`config.mk`:
```
export PLATFORM = sky130hd
export DESIGN_NAME = brake_light_sequencer_flat
export DESIGN_NICKNAME = d
export VERILOG_FILES = /design/src/rtl/brake_light_sequencer_if.sv /design/src/rtl/brake_light_sequencer.sv /design/src/flat_wrapper.sv
export SDC_FILE = /design/constraint.sdc
export NUM_CORES = 1
export LEC_CHECK = 0
export BUFFER_PORTS_ARGS = -buffer_cell sky130_fd_sc_hd__buf_4
export CORE_ASPECT_RATIO = 0.6
export CORE_MARGIN = 2
export CORE_UTILIZATION = 61
export CTS_CLUSTER_DIAMETER = 120
export CTS_CLUSTER_SIZE = 40
export DETAILED_ROUTE_END_ITERATION = 10
export HOLD_SLACK_MARGIN = 0.05
export PLACE_DENSITY = 0.83
export REMOVE_ABC_BUFFERS = 1
export SYNTH_ARGS = -nofsm -noshare
export SYNTH_HDL_FRONTEND = slang
export SYNTH_SLANG_ARGS = --single-unit
```
`constraint.sdc`:
```
create_clock -name c50M -period 2.8 [get_ports c50M]
set_input_delay 0.56 -clock c50M [delete_from_list [all_inputs] [get_ports c50M]]
set_output_delay 0.56 -clock c50M [all_outputs]
set_load 0.01 [all_outputs]
```
`src/rtl/brake_light_sequencer_if.sv`:
```
// Lamp-side signal bundle for brake_light_sequencer: vehicle-state inputs and lamp drive outputs.
interface brake_light_sequencer_if #(
  parameter int unsigned PWM_WIDTH = 10
);
  logic                 brakeActive;
  logic                 headLightActive;
  logic                 brakePWM;
  logic [PWM_WIDTH-1:0] brakeLevel;
  logic                 flashing;

  modport master (
    output brakeActive,
    output headLightActive,
    input  brakePWM,
    input  brakeLevel,
    input  flashing
  );

  modport slave (
    input  brakeActive,
    input  headLightActive,
    output brakePWM,
    output brakeLevel,
    output flashing
  );
endinterface

```
`src/rtl/brake_light_sequencer.sv`:
```
// Tail/brake lamp PWM sequencer: tail duty, attention flash burst on brake apply,
// steady brake duty and a stepped ramp-down on release.
module brake_light_sequencer #(
  parameter int unsigned PWM_WIDTH   = 10,
  parameter int unsigned TAIL_DUTY   = 31,
  parameter int unsigned BRAKE_DUTY  = 1023,
  parameter int unsigned TICK_DIV    = 50000,
  parameter int unsigned FLASH_TICKS = 60,
  parameter int unsigned FLASH_COUNT = 3,
  parameter int unsigned RAMP_STEP   = 32
) (
  input  logic                    c50M,
  input  logic                    resetN,
  brake_light_sequencer_if.slave  lamp
);

  localparam int unsigned W   = PWM_WIDTH;
  localparam int unsigned W1  = PWM_WIDTH + 1;
  localparam int unsigned PW  = (TICK_DIV > 1) ? $clog2(TICK_DIV) : 1;
  localparam int unsigned TMW = (FLASH_TICKS > 0) ? $clog2(FLASH_TICKS + 1) : 1;
  localparam int unsigned FCW = (FLASH_COUNT > 1) ? $clog2(FLASH_COUNT) : 1;

  localparam logic [W-1:0]   TAIL       = W'(TAIL_DUTY);
  localparam logic [W-1:0]   BRAKE      = W'(BRAKE_DUTY);
  localparam logic [W1-1:0]  STEP       = W1'(RAMP_STEP);
  localparam logic [PW-1:0]  PRESC_LAST = PW'(TICK_DIV - 1);
  localparam logic [TMW-1:0] PHASE_END  = TMW'(FLASH_TICKS);
  localparam logic [FCW-1:0] LAST_FLASH = FCW'((FLASH_COUNT == 0) ? 0 : FLASH_COUNT - 1);

  typedef enum logic [2:0] {
    IDLE,
    FLASH_ON,
    FLASH_OFF,
    STEADY,
    RAMP
  } stateE;

  stateE          state, stateNext;
  logic           brkMeta, brkS, hdMeta, hdS;
  logic [PW-1:0]  presc;
  logic           tick;
  logic [W-1:0]   base;
  logic [W-1:0]   target, targetNext;
  logic [TMW-1:0] phaseTimer, timerNext;
  logic [FCW-1:0] flashCnt, flashCntNext;
  logic [W1-1:0]  rampDiff;
  logic [W-1:0]   pwmCnt;
  logic [W-1:0]   dutyLevel;
  logic           pwmOut;
  logic           flashReg, flashingNext;

  always_ff @(posedge c50M or negedge resetN) begin
    if (!resetN) begin
      brkMeta <= 1'b0;
      brkS    <= 1'b0;
      hdMeta  <= 1'b0;
      hdS     <= 1'b0;
    end else begin
      brkMeta <= lamp.brakeActive;
      brkS    <= brkMeta;
      hdMeta  <= lamp.headLightActive;
      hdS     <= hdMeta;
    end
  end

  assign tick = (presc == PRESC_LAST);

  always_ff @(posedge c50M or negedge resetN) begin
    if (!resetN) presc <= '0;
    else         presc <= tick ? '0 : presc + 1'b1;
  end

  assign base     = hdS ? TAIL : '0;
  // Extra top bit flags a step that would go below zero.
  assign rampDiff = {1'b0, target} - STEP;

  always_ff @(posedge c50M or negedge resetN) begin
    if (!resetN) begin
      state      <= IDLE;
      target     <= '0;
      phaseTimer <= '0;
      flashCnt   <= '0;
    end else begin
      state      <= stateNext;
      target     <= targetNext;
      phaseTimer <= timerNext;
      flashCnt   <= flashCntNext;
    end
  end

  // target is registered alongside state so it always holds the level of the state being entered.
  always_comb begin
    stateNext    = state;
    targetNext   = target;
    timerNext    = phaseTimer;
    flashCntNext = flashCnt;
    unique case (state)
      IDLE: begin
        targetNext = base;
        if (brkS) begin
          targetNext = BRAKE;
          if (FLASH_COUNT != 0) begin
            stateNext    = FLASH_ON;
            timerNext    = '0;
            flashCntNext = '0;
          end else begin
            stateNext = STEADY;
          end
        end
      end
      FLASH_ON: begin
        targetNext = BRAKE;
        if (!brkS) begin
          stateNext  = RAMP;
          targetNext = dutyLevel;
        end else if (phaseTimer == PHASE_END) begin
          stateNext  = FLASH_OFF;
          timerNext  = '0;
          targetNext = base;
        end else if (tick) begin
          timerNext = phaseTimer + 1'b1;
        end
      end
      FLASH_OFF: begin
        targetNext = base;
        if (!brkS) begin
          stateNext  = RAMP;
          targetNext = dutyLevel;
        end else if (phaseTimer == PHASE_END) begin
          targetNext = BRAKE;
          if (flashCnt == LAST_FLASH) begin
            stateNext = STEADY;
          end else begin
            stateNext    = FLASH_ON;
            flashCntNext = flashCnt + 1'b1;
            timerNext    = '0;
          end
        end else if (tick) begin
          timerNext = phaseTimer + 1'b1;
        end
      end
      STEADY: begin
        targetNext = BRAKE;
        if (!brkS) begin
          stateNext  = RAMP;
          targetNext = dutyLevel;
        end
      end
      RAMP: begin
        if (brkS) begin
          stateNext  = STEADY;
          targetNext = BRAKE;
        end else if (tick) begin
          if (rampDiff[W] || (rampDiff[W-1:0] <= base)) begin
            stateNext  = IDLE;
            targetNext = base;
          end else begin
            targetNext = rampDiff[W-1:0];
          end
        end
      end
      default: begin
        stateNext  = IDLE;
        targetNext = base;
      end
    endcase
  end

  always_comb begin
    flashingNext = (state == FLASH_ON) || (state == FLASH_OFF);
  end

  // Duty only changes at the frame wrap so no frame is ever cut short or stretched.
  always_ff @(posedge c50M or negedge resetN) begin
    if (!resetN) begin
      pwmCnt    <= '0;
      dutyLevel <= '0;
      pwmOut    <= 1'b0;
      flashReg  <= 1'b0;
    end else begin
      pwmCnt   <= pwmCnt + 1'b1;
      if (pwmCnt == '1) dutyLevel <= target;
      pwmOut   <= (pwmCnt < dutyLevel);
      flashReg <= flashingNext;
    end
  end

  assign lamp.brakePWM   = pwmOut;
  assign lamp.brakeLevel = dutyLevel;
  assign lamp.flashing   = flashReg;

endmodule

```
`src/flat_wrapper.sv`:
```
// flat-port wrapper written by rule: the top's interface ports become plain ports
module brake_light_sequencer_flat 
#(
  parameter int unsigned PWM_WIDTH   = 10,
  parameter int unsigned TAIL_DUTY   = 31,
  parameter int unsigned BRAKE_DUTY  = 1023,
  parameter int unsigned TICK_DIV    = 50000,
  parameter int unsigned FLASH_TICKS = 60,
  parameter int unsigned FLASH_COUNT = 3,
  parameter int unsigned RAMP_STEP   = 32
)
  (c50M, resetN, lamp_brakeActive, lamp_headLightActive, lamp_brakePWM, lamp_brakeLevel, lamp_flashing);
  brake_light_sequencer_if #(.PWM_WIDTH(PWM_WIDTH)) lamp_i ();
  input  logic c50M;
  input  logic resetN;
  input wire logic [$bits(lamp_i.brakeActive)-1:0] lamp_brakeActive;
  input wire logic [$bits(lamp_i.headLightActive)-1:0] lamp_headLightActive;
  output wire logic [$bits(lamp_i.brakePWM)-1:0] lamp_brakePWM;
  output wire logic [$bits(lamp_i.brakeLevel)-1:0] lamp_brakeLevel;
  output wire logic [$bits(lamp_i.flashing)-1:0] lamp_flashing;
  assign lamp_i.brakeActive = lamp_brakeActive;
  assign lamp_i.headLightActive = lamp_headLightActive;
  assign lamp_brakePWM = lamp_i.brakePWM;
  assign lamp_brakeLevel = lamp_i.brakeLevel;
  assign lamp_flashing = lamp_i.flashing;
  brake_light_sequencer #(.PWM_WIDTH(PWM_WIDTH), .TAIL_DUTY(TAIL_DUTY), .BRAKE_DUTY(BRAKE_DUTY), .TICK_DIV(TICK_DIV), .FLASH_TICKS(FLASH_TICKS), .FLASH_COUNT(FLASH_COUNT), .RAMP_STEP(RAMP_STEP)) u_core (.c50M(c50M), .resetN(resetN), .lamp(lamp_i));
endmodule
```
* Word-level counts from Yosys, hierarchy flattened *
Index checks and enable logic that the tools add are counted.

operators by class
  $add $sub $neg = 5
  multipliers = 0
  div/mod/pow operators = 0
  magnitude comparators = 2
  equality and inequality tests = 19
  shift operators = 0
  muxes and demuxes = 36
  bitwise operators = 0
  reductions and logical operators = 8

operator list
  cell                   number
  $mux 10                9
  $pmux 10 s5            1
  $mux 6                 7
  $mux 3                 9
  $pmux 6 s3             1
  $add 16x1->16 const B  1
  $eq 16x16->1 const B   1
  $mux 16                1
  $pmux 3 s5             1
  $sub 10x6->11 const B  1
  $add 10x1->10 const B  1
  $eq 10x10->1 const B   1
  $le 10x10->1           1
  $lt 10x10->1           1
  $mux 2                 5
  $reduce_and 5->1       2
  $ne 3x3->1 const B     3
  $ne 2x1->1 const B     4
  $add 6x1->6 const B    1
  $eq 3x2->1 const B     2
  $eq 6x6->1 const B     1
  $ne 3x1->1 const B     2
  $reduce_and 6->1       1
  $mux 5                 1
  other kinds (10)       12

storage, ports and cells
  register bits after elaboration = 63
  bits in latches = 0
  RAM bits = 0
  memory bits (read-only) = 0
  word-level logic and storage cells = 83
  memories kept = 0

* Depth between registers and ports, before layout *
  word-level depth = 7
  gate-level depth with buffers = 9

* Worst setup path before layout *
OpenSTA, ideal clock, no wires.

  kind = reg-to-reg
  from = reg u_core.hdS
  to = reg u_core.target[0]
  arrival time = 2.382 ns
  required time = 2.675 ns
  slack = 0.293 ns
  cell stages (with the launch flop) = 8
  path buffers = 0
  cell sequence = dfrtp_1 > inv_1 > ha_1 > and4_1 > a31o_2 > a31o_2 > a311oi_1 > mux2_2

on the way
  word-level cells in the longest chain between the ends = 7
  elaborated cells on any way between the ends = 12

ends and longest elaborated chain
  what                    line                          RTL
  from (decl)             brake_light_sequencer.sv:39   logic brkMeta, brkS, hdMeta, hdS;
  from (signal assigned)  brake_light_sequencer.sv:62   hdS <= hdMeta;
  $mux 5 (*)              brake_light_sequencer.sv:73   assign base = hdS ? TAIL : '0;
  $le 10x10->1            brake_light_sequencer.sv:154  if (rampDiff[W] || (rampDiff[W-1:0] <= base)) begin
  $logic_or 1x1->1        brake_light_sequencer.sv:154
  $mux 10                 brake_light_sequencer.sv:154
  $mux 10                 brake_light_sequencer.sv:153  end else if (tick) begin
  $mux 10                 brake_light_sequencer.sv:150  if (brkS) begin
  $pmux 10 s5 (*)         brake_light_sequencer.sv:97   unique case (state)
  to (signal assigned)    brake_light_sequencer.sv:85   target <= targetNext;
  to (decl)               brake_light_sequencer.sv:43   logic [W-1:0] target, targetNext;

Mark *: on every way between the ends. The rest lies on a longest branch, timed or not. The select of a mux whose other input is x is not followed.
A chain may end at the register's enable or synchronous reset.

* Worst setup path after layout *
  from = reg u_core.hdS
  to = reg u_core.target[3]

The elaborated chain is that of the path after synthesis.

==> impl_metrics.env <==
export IMPL_timing_critical_path_required_ns=3.04
export IMPL_status="finished clean"
export IMPL_grt_antenna_before_repair=0
export IMPL_cts_buffers_inserted=9
export IMPL_number_of_gates_resized_after_cts=0
export IMPL_final_layout_size_suffix_gt1_share_pct=14.0
export IMPL_place_congestion=0.872
export IMPL_cpMaxStageDelayCell="sky130_fd_sc_hd__dfrtp_1"
export IMPL_maxSlewHeadroom_pct=49.2
export IMPL_die_h_um=60.8
export IMPL_yosys_warnings=0
export IMPL_synth_cells=334
export IMPL_detailedRoute_firstIterationViolations=137
export IMPL_final_min_clock_period_ns=2.53
export IMPL_holdBufCountCts=0
export IMPL_cp_cell_sequence="inv_1 -> ha_1 -> and4_1 -> a31o_2 -> a31o_2 -> a311oi_1 -> buf_4 -> mux2_2"
export IMPL_timing_setup_critical_path_class="reg -> reg"
export IMPL_synth_sequential_area_ratio_pct=48.1
export IMPL_timing_reg2reg_setup_slack_ns=0.27
export IMPL_max_cap_viol_count=0
export IMPL_ctsHtreeMaxLevel=3
export IMPL_postLayoutCellArea_um2=3740
export IMPL_grtUsageTotal_pct=25.8
export IMPL_final_nets=382
export IMPL_post_synth_top_area_cell="sky130_fd_sc_hd__dfrtp_1"
export IMPL_post_drt_via_cell_ratio=5.91
export IMPL_drt_wl_total_um=6870
export IMPL_synth_distinct_cells=48
export IMPL_worst_slew_pin_slew_ns=0.762
export IMPL_fillerInstances=384
export IMPL_synthFlopType="sky130_fd_sc_hd__dfrtp_1"
export IMPL_timing_clock_skew_ns=0.00848
export IMPL_grt_setup_unrepaired="false"
export IMPL_detailed_place_hpwl_um=4700
export IMPL_report_final_slew_viol_count=0
export IMPL_report_final_setup_viol=0
export IMPL_fp_coreArea_um2=5100
export IMPL_layout_cells_excl_fill=429
export IMPL_max_freq_ghz=0.395
export IMPL_number_of_global_route_vias_before_repair=2421
export IMPL_drt_pre_antenna_iters=5
export IMPL_layout_area_seq_um2=1580
export IMPL_grt_pass1_wl_um=11700
export IMPL_multiInputGateArea_um2=1580
export IMPL_synthToLayoutAreaGrowth_pct=14.2
export IMPL_design_portCount=16
export IMPL_path_type_of_the_worst_min_delay_path="in -> async"
export IMPL_crit_buf_inv=2
export IMPL_detail_route_antenna_nets=0
export IMPL_timing_critical_path_fanout_max=6
export IMPL_post_dp_cell_area_um2=3480
export IMPL_cp_start_kind="register"
export IMPL_hold_violations=0
export IMPL_clock_sink_count=63
export IMPL_clk_transition_reported_paths_ns=0.07
export IMPL_globalRouteOverflowTotal=0
export IMPL_placed_insts=413
export IMPL_placement_io_buffers=15
export IMPL_cell_area_power_density_nw_per_um2=637
export IMPL_cts_root_buffer="sky130_fd_sc_hd__clkbuf_8"
export IMPL_post_drt_wl_per_cell_um=16.0
export IMPL_synth_async_sr_flop_share_pct=100
export IMPL_die_width_um=98.6
export IMPL_effective_utilization_at_floorplan_pct=64.1
export IMPL_antenna_cells_inserted=0
export IMPL_dr_total_vias=2534
export IMPL_post_synth_instance_area_um2=3270
export IMPL_synth_area_per_cell_um2=9.80
export IMPL_peakVddDrop_uv=419
export IMPL_worstPathArrival_ns=2.77
export IMPL_post_route_drc_count=0
export IMPL_min_period_over_period_pct=90.5
export IMPL_synth_seq_cells=63
export IMPL_die_area_um2=5990
export IMPL_number_of_buffers_inserted_by_post_cts_setup_repair=0
export IMPL_fin_hold_ws_ns=0.282
export IMPL_worst_setup_path_end_kind="register"
export IMPL_cp_slowest_stage_delay_ns=0.39
export IMPL_rows=20
export IMPL_crit_top_cell="sky130_fd_sc_hd__a31o_2"
export IMPL_total_leakage_power_uw=0.00171
export IMPL_cts_tree="done"
export IMPL_clock_latency_on_the_worst_skew_pair_ns=0.35
export IMPL_synthTopCellsByArea="sky130_fd_sc_hd__dfrtp_1 (48%), sky130_fd_sc_hd__ha_1 (7.6%), sky130_fd_sc_hd__o21ai_0 (5.5%), sky130_fd_sc_hd__nand2_1 (4.1%), sky130_fd_sc_hd__xnor2_1 (3.7%)"
export IMPL_critPathTopFamily="compound AO/OA/AOI/OAI gates"
export IMPL_final_setup_tns_ns=0
export IMPL_ctsLongestPathBuffers=2
export IMPL_fraction_of_the_core_area_covered_by_cells_at_the_end_of_the_flow_pct=73.2
export IMPL_pin_count_of_the_biggest_net_entering_global_routing=64
export IMPL_synth_top_cell_area_share_pct=48.1
export IMPL_number_of_enable_flip_flop_cells_after_synthesis=0
[final timing paths]
check	from	endpoint	cells past startpoint
hold / removal	resetN	u_core.presc[0]	1
max in group asynchronous	resetN	u_core.flashCnt[1]	1
setup / recovery	u_core.hdS	u_core.target[3]	8
hold reg to reg	u_core.brkMeta	u_core.brkS	0
setup reg to reg	u_core.hdS	u_core.target[3]	8
min in group c50M	lamp_headLightActive	u_core.hdMeta	1
[cell usage in the layout (no fill, tap or decap), types with 6 or more instances in the layout]
cell                       netlist  layout
sky130_fd_sc_hd__inv_1          23      23
sky130_fd_sc_hd__o21ai_0        36      36
sky130_fd_sc_hd__nor2_1         27      27
sky130_fd_sc_hd__a21oi_1         6       6
sky130_fd_sc_hd__xor2_1          9       9
sky130_fd_sc_hd__dfrtp_1        63      63
sky130_fd_sc_hd__and3_1          8       8
sky130_fd_sc_hd__nand2_1        36      36
sky130_fd_sc_hd__nor3_1          6       6
sky130_fd_sc_hd__ha_1           20      20
sky130_fd_sc_hd__nand3_1        15      15
sky130_fd_sc_hd__mux2_2          6       6
sky130_fd_sc_hd__buf_4           0      21
sky130_fd_sc_hd__clkbuf_8        0      10
sky130_fd_sc_hd__xnor2_1        14      14
[per-stage QoR]
stage | total power [µW] | worst slack, ns
finish | 2380 | 0.267
global route | 2490 | 0.192
CTS | 2390 | 0.286
detailed placement | 1390 | 0.383
global placement | 1370 | 0.481
floorplan | 1270 | 0.293
[state kept, by name, indices dropped and copies added (netlist names)]
name,count
u_core.presc,16
u_core.lamp.brakeLevel,10
u_core.pwmCnt,10
u_core.target,10
u_core.phaseTimer,6
u_core.state,3
u_core.flashCnt,2
u_core.brkMeta,1
u_core.brkS,1
u_core.hdMeta,1
u_core.hdS,1
u_core.lamp.brakePWM,1
u_core.lamp.flashing,1
[power breakdown]
| part | switching [µW] | internal, µW | total, µW |
|---|---|---|---|
| Combinational | 204 | 154 | 359 |
| Clock | 368 | 621 | 989 |
| Sequential | 67.1 | 966 | 1030 |
[kinds of logic (layout without fill, tap and decap cells)]
family,after synthesis,after routing,synth area share (%)
AOI/OAI and AO/OA,74,74,14.4
buffers and inverters,31,60,3.55
DFF,63,63,48.1
xor gates and xnor gates,23,23,6.15
muxes,6,6,2.06
adders and majority gates,20,20,7.64
and+or+nand+nor,117,117,18.0
[cell usage after synthesis, types with 2 or more instances]
| cell | number |
|---|---|
| sky130_fd_sc_hd__a211o_1 | 2 |
| sky130_fd_sc_hd__a21oi_1 | 6 |
| sky130_fd_sc_hd__a311oi_1 | 2 |
| sky130_fd_sc_hd__a31o_2 | 2 |
| sky130_fd_sc_hd__a31oi_1 | 2 |
| sky130_fd_sc_hd__and2_1 | 2 |
| sky130_fd_sc_hd__and3_1 | 8 |
| sky130_fd_sc_hd__and4_1 | 2 |
| sky130_fd_sc_hd__clkbuf_1 | 8 |
| sky130_fd_sc_hd__dfrtp_1 | 63 |
| sky130_fd_sc_hd__ha_1 | 20 |
| sky130_fd_sc_hd__inv_1 | 23 |
| sky130_fd_sc_hd__mux2_2 | 6 |
| sky130_fd_sc_hd__nand2_1 | 36 |
| sky130_fd_sc_hd__nand2b_1 | 2 |
| sky130_fd_sc_hd__nand3_1 | 15 |
| sky130_fd_sc_hd__nand4_1 | 3 |
| sky130_fd_sc_hd__nor2_1 | 27 |
| sky130_fd_sc_hd__nor2b_1 | 4 |
| sky130_fd_sc_hd__nor3_1 | 6 |
| sky130_fd_sc_hd__o211ai_1 | 4 |
| sky130_fd_sc_hd__o21a_1 | 4 |
| sky130_fd_sc_hd__o21ai_0 | 36 |
| sky130_fd_sc_hd__o221ai_1 | 2 |
| sky130_fd_sc_hd__o31ai_1 | 4 |
| sky130_fd_sc_hd__or2_2 | 2 |
| sky130_fd_sc_hd__xnor2_1 | 14 |
| sky130_fd_sc_hd__xor2_1 | 9 |
[area by class of cell]
class                      instances  share of cell area, %
timing repair buffer              21                   4.22
multi-input combinational        240                   42.3
tap                               66                   2.21
clock inverter                     6                   3.11
clock buffer                      10                   3.68
sequential                        63                   42.2
inverter                          23                   2.31
[worst reg2reg max path: stages (launching register included)]
cell                       delay [ns]
sky130_fd_sc_hd__dfrtp_1         0.39
sky130_fd_sc_hd__inv_1           0.19
sky130_fd_sc_hd__ha_1            0.30
sky130_fd_sc_hd__and4_1          0.24
sky130_fd_sc_hd__a31o_2          0.26
sky130_fd_sc_hd__a31o_2          0.23
sky130_fd_sc_hd__a311oi_1        0.28
sky130_fd_sc_hd__buf_4           0.21
sky130_fd_sc_hd__mux2_2          0.34
[metal layers]
metal	vias to the layer above	share of wire [%]	GRT usage, %
li1	1241	-	-
met1	1195	49	36.2
met2	82	43	38.9
met3	16	6.6	9.10
met4	0	1.7	7.24
met5	-	0	0
No activity file was read; power rests on OpenSTA's default activity.
